File: src/rtl/xadac_exe_arb.sv
`default_nettype none
// =============================================================================
// Module   : xadac_exe_arb
// Purpose  : Round-robin arbiter sharing one execute unit among NumSlv ports;
//            responses return in request order via an order FIFO of grants.
//            Define XADAC_ARB_PERF_EN to add the stall_cnt output.
// Revision : 1.0
// =============================================================================
module xadac_exe_arb #(
    parameter int NumSlv = 2,
    parameter int ReqW   = 64,
    parameter int RspW   = 64,
    parameter int Depth  = 4
) (
    input  logic                     clk,
    input  logic                     rst,
    input  logic [NumSlv*ReqW-1:0]   slv_req_data,
    input  logic [NumSlv-1:0]        slv_req_valid,
    output logic [NumSlv-1:0]        slv_req_ready,
    output logic [RspW-1:0]          slv_rsp_data,
    output logic [NumSlv-1:0]        slv_rsp_valid,
    input  logic [NumSlv-1:0]        slv_rsp_ready,
    output logic [ReqW-1:0]          mst_req_data,
    output logic                     mst_req_valid,
    input  logic                     mst_req_ready,
    input  logic [RspW-1:0]          mst_rsp_data,
    input  logic                     mst_rsp_valid,
    output logic                     mst_rsp_ready,
    output logic                     err_orphan
`ifdef XADAC_ARB_PERF_EN
    ,
    output logic [31:0]              stall_cnt
`endif
);

    localparam int c_IDX_W = $clog2(NumSlv);
    localparam int c_PTR_W = $clog2(Depth);
    localparam int c_CNT_W = c_PTR_W + 1;
    localparam logic [c_IDX_W:0]   c_NUM    = (c_IDX_W+1)'(NumSlv);
    localparam logic [c_CNT_W-1:0] c_DEPTH  = c_CNT_W'(Depth);
    localparam logic [c_IDX_W-1:0] c_RR_RST = c_IDX_W'(NumSlv - 1);

    logic [c_IDX_W-1:0] r_rr_ptr;
    logic               r_lock;
    logic [c_IDX_W-1:0] r_lock_idx;
    logic [c_IDX_W-1:0] r_fifo [Depth];
    logic [c_PTR_W-1:0] r_wr;
    logic [c_PTR_W-1:0] r_rd;
    logic [c_CNT_W-1:0] r_count;
    logic               r_err;

    logic [c_IDX_W-1:0] w_rr_idx;
    logic               w_rr_found;
    logic [c_IDX_W:0]   w_cand;
    logic [c_IDX_W-1:0] w_grant;
    logic               w_gnt_valid;
    logic               w_full;
    logic               w_empty;
    logic               w_req_hs;
    logic               w_rsp_hs;
    logic [c_IDX_W-1:0] w_head;

    // First valid port strictly after the last granted one, wrapping.
    always_comb begin
        w_rr_idx   = r_rr_ptr;
        w_rr_found = 1'b0;
        w_cand     = '0;
        for (int k = 1; k <= NumSlv; k++) begin
            w_cand = (c_IDX_W+1)'(r_rr_ptr) + (c_IDX_W+1)'(k);
            if (w_cand >= c_NUM) begin
                w_cand = w_cand - c_NUM;
            end
            if (!w_rr_found && slv_req_valid[w_cand[c_IDX_W-1:0]]) begin
                w_rr_found = 1'b1;
                w_rr_idx   = w_cand[c_IDX_W-1:0];
            end
        end
    end

    assign w_grant     = r_lock ? r_lock_idx : w_rr_idx;
    assign w_gnt_valid = slv_req_valid[w_grant];
    assign w_full      = (r_count == c_DEPTH);
    assign w_empty     = (r_count == '0);

    assign mst_req_valid = !rst && !w_full && w_gnt_valid;
    assign mst_req_data  = slv_req_data[w_grant*ReqW +: ReqW];
    assign w_req_hs      = mst_req_valid && mst_req_ready;

    always_comb begin
        slv_req_ready = '0;
        if (!rst && !w_full) begin
            slv_req_ready[w_grant] = mst_req_ready;
        end
    end

    assign w_head = r_fifo[r_rd];

    // With nothing outstanding, responses are orphans: accept and drop them.
    always_comb begin
        slv_rsp_valid = '0;
        if (!rst && !w_empty) begin
            slv_rsp_valid[w_head] = mst_rsp_valid;
        end
    end

    assign mst_rsp_ready = rst ? 1'b0 : (w_empty ? 1'b1 : slv_rsp_ready[w_head]);
    assign slv_rsp_data  = mst_rsp_data;
    assign w_rsp_hs      = !rst && !w_empty && mst_rsp_valid && mst_rsp_ready;
    assign err_orphan    = r_err;

    always_ff @(posedge clk) begin
        if (rst) begin
            r_rr_ptr   <= c_RR_RST;
            r_lock     <= 1'b0;
            r_lock_idx <= '0;
            r_wr       <= '0;
            r_rd       <= '0;
            r_count    <= '0;
            r_err      <= 1'b0;
        end else begin
            if (w_req_hs) begin
                r_wr     <= r_wr + 1'b1;
                r_rr_ptr <= w_grant;
                r_lock   <= 1'b0;
            end else if (mst_req_valid) begin
                r_lock     <= 1'b1;
                r_lock_idx <= w_grant;
            end
            if (w_rsp_hs) begin
                r_rd <= r_rd + 1'b1;
            end
            case ({w_req_hs, w_rsp_hs})
                2'b10:   r_count <= r_count + 1'b1;
                2'b01:   r_count <= r_count - 1'b1;
                default: r_count <= r_count;
            endcase
            if (w_empty && mst_rsp_valid) begin
                r_err <= 1'b1;
            end
        end
    end

    // Order storage needs no reset; only entries between rd and wr are read.
    always_ff @(posedge clk) begin
        if (!rst && w_req_hs) begin
            r_fifo[r_wr] <= w_grant;
        end
    end

`ifdef XADAC_ARB_PERF_EN
    logic [31:0] r_stall_cnt;

    always_ff @(posedge clk) begin
        if (rst) begin
            r_stall_cnt <= '0;
        end else if (|slv_req_valid && !w_req_hs && (r_stall_cnt != 32'hFFFF_FFFF)) begin
            r_stall_cnt <= r_stall_cnt + 32'd1;
        end
    end

    assign stall_cnt = r_stall_cnt;
`endif

endmodule
`default_nettype wire

File: config.mk
export PLATFORM = sky130hd
export DESIGN_NAME = xadac_exe_arb
export DESIGN_NICKNAME = d
export VERILOG_FILES = /design/src/rtl/xadac_exe_arb.sv
export SDC_FILE = /design/constraint.sdc
export NUM_CORES = 1
export LEC_CHECK = 0
export ABC_AREA = 0
export ABC_CLOCK_PERIOD_IN_PS = 4200
export CORE_AREA = 2 2 131 133
export DETAILED_ROUTE_END_ITERATION = 10
export DIE_AREA = 0 0 133 135
export DONT_BUFFER_PORTS = 1
export SLEW_MARGIN = 20
export SYNTH_ARGS = -nofsm -noshare
export SYNTH_HDL_FRONTEND = slang
export SYNTH_SLANG_ARGS = --single-unit
File: constraint.sdc
create_clock -name clk -period 4.2 [get_ports clk]
set_clock_uncertainty 0.1 [all_clocks]
set_input_delay 0 -clock clk [delete_from_list [all_inputs] [get_ports clk]]
set_output_delay 0 -clock clk [all_outputs]
set_load 0.01 [all_outputs]
==> run metrics, run 1 <==
worst hold stages 2; Synth-to-Final Area Change 24.24%; initial antenna violation count 7; Synth area leaders mux2_2 (26%), buf_4 (24%), dfxtp_1 (12%); die width 133 µm; Peak VDD IR 110.1 µV; FFs w/ async S/R, synth 0; clock slew at reported path FFs 50 ps; commonest register cell after synthesis dfxtp_1; Worst Min Path Start slv_rsp_ready[1]; flops & latches, synth 17; Fmax achieved 348.4 MHz; via/cell ratio 3.771; register area share after synthesis 0.1788; slowest stage cell, crit path dfxtp_1; static leakage power 0.9124 nW; final slew viol count 0; max-cap violations 0; worst slew pin tran 852.9 ps; GRT Total Usage 0.08804; vias 1693; maximum root-to-sink buffer count 2; number of synthesis warnings 0; WS Path Type flop to flop; Clock Sink Count 17; final HPWL from detailed placement 7414 µm; I/O pins 335; Setup TNS 0 ps; P per Cell Area 277.3 mW/mm²; hold crit path type input port to flop; final hold vios 0; CTS buffer count 3; Worst Reg-to-Reg Cells 11; Synth area leader mux2_2; global-route wire length before repair 11650 µm; Die ar. 0.01796 mm²; Worst setup EP type flop; layout net count 430; worst r2r src r_count[2]$_SDFFE_PP0P_; Worst path most repeated cell inv_1; Placer Congestion 1.060; Initial Util 0.1296; Root Buffer clkbuf_16; fin crit share 0.6834; crit-path max FO 11; Crit Reg-Reg Endpoint r_count[2]$_SDFFE_PP0P_; Worst path max stage delay 390 ps; share of cells above drive strength 1 0.2646; average instance area after synthesis 9.496 µm²; Cell Chain, Critical Path nor3b_1, a2111oi_2, buf_4, and2_1, inv_1, ha_1, inv_1, fa_1, xor2_1, or3_1, a21oi_1; Buf/Inv on CP 3; largest net degree at the start of global routing 69; drt total wl 9176 µm; Row Count 47; GRT Residual Overflow 0; Rel. slew slack 0.4314; Final min period 2870 ps; starting DRC count in detailed routing 62; Post-route DRC 0; TritonCTS clock tree yes; cell count after synthesis 224; Worst EP required 4260 ps; Die H 135 µm; Yosys cell types 33; worst path arrival time 2930 ps; Post-synth EDFFs 4; Clk Latency, worst-skew pair 240 ps; status finished clean; setup slack, reg-to-reg 1330 ps; vias in the first global route 1655; input/output buffers 0; CTS HTree Levels 1; family with the most delay on the worst path simple AND/OR/NAND/NOR gates; DRT Pass-1 Iters 4; Core Area 0.01641 mm²; DR WL/cell 20.44 µm; Net Count, Synth 430; critical path startpoint category flop; antenna viol nets, final 0; final setup vio count 0; Synth Cell Area 0.002127 mm²; Synth top area share 0.2594; Power, Total 0.7327 mW; RSZ-0062 raised after global routing false
routing by layer:
layer | track usage | wire [µm]
met5 | 0 | 27
met4 | 0.01135 | 31
met2 | 0.1583 | 4594
met1 | 0.09178 | 3201
met3 | 0.05030 | 1320
metrics by stage:
| step | hold WS [ps] | setup WS [ps] | instance area [µm²] | util | std cells |
|---|---|---|---|---|---|
| after floorplan | -8.235 | 1708 | 2127 | - | 224 |
| after global placement | -99.93 | 1652 | 1878 | 0.1145 | 372 |
| after detailed placement | -99.93 | 1466 | 1878 | 0.1145 | 372 |
| after CTS | 6.211 | 1355 | 2628 | 0.1601 | 443 |
| after global routing | 39.88 | 1188 | 2635 | 0.1606 | 446 |
| final | 6.689 | 1330 | 2643 | 0.1611 | 449 |
power by group:
part           switching (mW)  internal [mW]  leakage (nW)
registers             0.00945          0.179         0.143
clock network          0.0595          0.129        0.0382
logic                   0.198          0.159         0.732
Yosys cell counts, types with 2 or more instances:
master	n
a21oi_1	8
and3_1	4
buf_2	5
buf_4	68
dfxtp_1	13
edfxtp_1	4
ha_1	5
inv_1	8
mux2_1	16
mux2_2	49
mux2i_1	2
nand2_1	2
nand2b_1	2
nand3_1	2
nor2_1	11
nor2b_1	3
nor3_1	2
o21ai_0	2
or3_1	3
xor2_1	2
kinds of logic after synthesis:
family / share of synthesized area
AOI/OAI and AO/OA: 0.05589
xor gates and xnor gates: 0.008237
DFF: 0.1788
and+or+nand+nor: 0.07412
adders and majority gates: 0.03882
muxes: 0.3747
buffers and inverters: 0.2694
cells in the final DEF (no fill, tap or decap):
| cell | synthesis | layout |
|---|---|---|
| and3_1 | 4 | 4 |
| dfxtp_1 | 13 | 13 |
| inv_1 | 8 | 8 |
| mux2_1 | 16 | 16 |
| nor2b_1 | 3 | 3 |
| dlygate4sd3_1 | 0 | 67 |
| and2_1 | 1 | 1 |
| nand3_1 | 2 | 2 |
| nand2b_1 | 2 | 2 |
| o311ai_1 | 1 | 1 |
| mux2_2 | 49 | 49 |
| edfxtp_1 | 4 | 4 |
| o31ai_1 | 1 | 1 |
| a2111oi_2 | 1 | 1 |
| a211oi_1 | 1 | 1 |
| ha_1 | 5 | 5 |
| nor3b_1 | 1 | 1 |
| nor2_1 | 11 | 11 |
| inv_2 | 1 | 1 |
| xor2_1 | 2 | 2 |
| o21ai_0 | 2 | 2 |
| o41ai_1 | 1 | 1 |
| or3_1 | 3 | 3 |
| mux2i_1 | 2 | 2 |
| nor3_1 | 2 | 2 |
| a21oi_1 | 8 | 8 |
| buf_4 | 68 | 2 |
| mux2i_4 | 1 | 1 |
| o31ai_4 | 1 | 1 |
| mux4_2 | 1 | 1 |
| clkbuf_16 | 0 | 3 |
| nand2_1 | 2 | 2 |
| clkbuf_1 | 1 | 1 |
| diode_2 | 0 | 6 |
| fa_1 | 1 | 1 |
layout make-up:
| type | count | area [µm²] |
|---|---|---|
| sequential | 17 | 380.4 |
| multi-input combinational | 124 | 1174 |
| tap | 220 | 275.3 |
| fill | 1793 | 13760 |
| antenna | 6 | 15.01 |
| clock buffer | 4 | 78.83 |
| inverter | 9 | 33.78 |
| timing repair buffer | 69 | 685.7 |
worst register-to-register path: cells and delay by family, from the launching register on:
| kind | cells | cell delay (ps) |
|---|---|---|
| DFF | 1 | 390 |
| buffers and inverters | 3 | 350 |
| and+or+nand+nor | 3 | 910 |
| adders and majority gates | 2 | 570 |
| xor gates and xnor gates | 1 | 170 |
| AOI/OAI and AO/OA | 2 | 280 |
worst max path at each step:
stage / from / endpoint / slack [ps] / cells past startpoint
global route: r_count[2]$_SDFFE_PP0P_ / r_count[2]$_SDFFE_PP0P_ / 1190 / 11
CTS: r_count[2]$_SDFFE_PP0P_ / r_count[2]$_SDFFE_PP0P_ / 1360 / 11
detailed placement: r_count[2]$_SDFFE_PP0P_ / r_count[2]$_SDFFE_PP0P_ / 1470 / 11
global placement: flop / r_count[2]$_SDFFE_PP0P_ / 1650 / 9
finish: r_count[2]$_SDFFE_PP0P_ / r_count[2]$_SDFFE_PP0P_ / 1330 / 11
floorplan: flop / r_count[2]$_SDFFE_PP0P_ / 1710 / 9
repair_timing:
item / CTS / global route
endpoints found under the hold margin: 82 / 0
gates resized for setup: 0 / 0
buffers inserted: 0 / 0
hold buffers: 67 / 0
setup endpoints to repair: 0 / 0
(Power assumes the default switching activity.)
==> run 2: changes to the inputs <==
Settings changed: ABC_AREA 0 to 1, ABC_CLOCK_PERIOD_IN_PS 4200 to 2900, CORE_AREA 2 2 131 133 to 2 2 130 132, DIE_AREA 0 0 133 135 to 0 0 132 134.
Clock period 4.2 ns to 2.9 ns, I/O delays scaled along.
==> run 2 against run 1 <==
Against the previous run: first-iteration DRC count increased by 100%; sequential cell count stayed put; synthesized area is 4.3% higher; core utilization increased by 0.26 points; clock power up 46%; total power grew 43%; sequential share of layout area down 0.13 points; clock-buffer cell count decreased by 1.
==> run metrics, run 2 <==
status finished clean; Clk Latency, worst-skew pair 250 ps; Clock Sink Count 17; Seq pwr share 0.253; setup slack at placement 739.4 ps; TritonCTS clock tree yes; Resize count post-CTS 0; CTS HTree Levels 1; fin util 0.1637; critical path startpoint category flop; register area share after synthesis 0.1715; Synth area leaders nand2_1 (36%), buf_4 (23%), dfxtp_1 (12%); commonest register cell after synthesis dfxtp_1; final setup vio count 0; Post-CTS Hold Buffers 67; worst path arrival time 2240 ps; largest net degree at the start of global routing 72; max-cap violations 0; Synth top area share 0.3570; Post-route DRC 0; Peak VDD IR 236.3 µV; clock slew at reported path FFs 50 ps; number of synthesis warnings 0; Synth Cell Area 0.002218 mm²; DR WL/cell 13.07 µm; Yosys cell types 23; Setup TNS 0 ps; Rel. slew slack 0.2788; Net Count, Synth 593; final slew viol count 0; layout net count 589; starting DRC count in detailed routing 126; average instance area after synthesis 5.732 µm²; Root Buffer clkbuf_16; CTS buffer count 3; Worst EP required 2930 ps; I/O pins 335; GRT Residual Overflow 0; Gate power share 0.485; vias 2268; Synth area leader nand2_1; antenna viol nets, final 0; P per Cell Area 394.1 mW/mm²; input/output buffers 0; Power, Total 1.051 mW; static leakage power 1.318 nW; NetSw 0.4547 mW; DRT Pass-1 Iters 4; Worst path max stage delay 370 ps; final hold vios 0; Die H 134 µm; Initial Util 0.1362; slowest stage cell, crit path fa_1; initial antenna violation count 1; final HPWL from detailed placement 5767 µm; hold crit path type input port to output port; FFs w/ async S/R, synth 0; GRT Total Usage 0.07282; dpl cell area 0.001913 mm²; fin crit share 0.7593; leading cell type in the layout, fill and taps excluded nand2_1; maximum root-to-sink buffer count 2; Worst setup EP type flop; worst setup margin 698.1 ps; Worst path most repeated cell nand2_1; postcts setup bufs 0; Die ar. 0.01769 mm²; WS Path Type flop to flop; vias in the first global route 1830; via/cell ratio 3.761; count leader, synth nand2_1; global-route wire length before repair 10120 µm; cell count after synthesis 387; family with the most delay on the worst path adder cells; most frequent cells in the layout nand2_1 (211), dlygate4sd3_1 (67), inv_1 (22); Placer Congestion 0.7505; Fillers 1841; switching share of power 0.4328; commonest cells in the netlist nand2_1 (211), buf_4 (67), inv_1 (22); Cell Chain, Critical Path inv_2, nand2_1, nand3_1, nand2_1, nand2_1, nand2_1, nand3_1, inv_1, ha_1, inv_1, fa_1, a21oi_1, o21ai_0, o21ai_0, a21oi_1; worst slew pin tran 1080 ps; share of cells above drive strength 1 0.03665; Post-synth EDFFs 4; die width 132 µm; flops & latches, synth 17; Fmax achieved 454.2 MHz; Clk pwr share 0.261; Buf/Inv on CP 3; Final min period 2202 ps; Power Internal 0.5960 mW; drt total wl 7880 µm; Design Area, Final 0.002666 mm²; Synth-to-Final Area Change 20.19%; Row Count 47; Core Area 0.01629 mm²; crit-path max FO 3; RSZ-0062 raised after global routing false
## run 2: through the flow
| step | cells | hold WS, ps |
|---|---|---|
| final | 603 | 24.34 |
| after global routing | 603 | 29.36 |
| after CTS | 602 | 11.38 |
| after detailed placement | 531 | -99.93 |
| after global placement | 531 | -99.93 |
| after floorplan | 387 | -27.62 |
## run 2: layer usage
layer	track usage	vias up	routed length, µm
met1	0.08845	999	3088
li1	-	1091	-
met5	0	-	0
met3	0.01323	6	685
met2	0.1328	172	4040
met4	0.01751	0	65
## run 2: cell type report
cell class / count / area (µm²) / share of cell area
diodes: 1 / 2.502 / 0.0009385
clock buffers: 3 / 75.07 / 0.02816
clock inverters: 1 / 5.005 / 0.001877
inverters: 25 / 93.84 / 0.03519
multi-input cells: 267 / 1149 / 0.4308
flip-flops and latches: 17 / 380.4 / 0.1427
well taps: 220 / 275.3 / 0.1032
repair buffers: 69 / 685.7 / 0.2572
## run 2: cells by family after synthesis
group / Yosys count / share of synthesized area
compound gates: 14 / 0.03609
xor+xnor: 1 / 0.003949
fa+ha+maj: 6 / 0.03723
buf+inv: 103 / 0.3108
flops: 17 / 0.1715
simple gates: 246 / 0.4405
## run 2: power by group through the flow
| stage | sequential, mW | clock (mW) | combinational [mW] |
|---|---|---|---|
| final | 0.266 | 0.275 | 0.510 |
| after floorplan | 0.269 | 0 | 0.452 |
| after global routing | 0.268 | 0.297 | 0.554 |
| after CTS | 0.266 | 0.282 | 0.513 |
| after detailed placement | 0.270 | 0 | 0.403 |
| after global placement | 0.270 | 0 | 0.399 |
## run 2: final timing paths
path / startpoint / to / slack, ps / cells after the start
setup / recovery: flop / r_count[2]$_SDFFE_PP0P_ / 700 / 15
hold / removal: slv_req_data[0] / mst_req_data[0] / 20 / 2
setup reg to reg: flop / r_count[2]$_SDFFE_PP0P_ / 700 / 15
hold reg to reg: r_lock$_SDFFE_PP0N_ / r_lock$_SDFFE_PP0N_ / 390 / 2
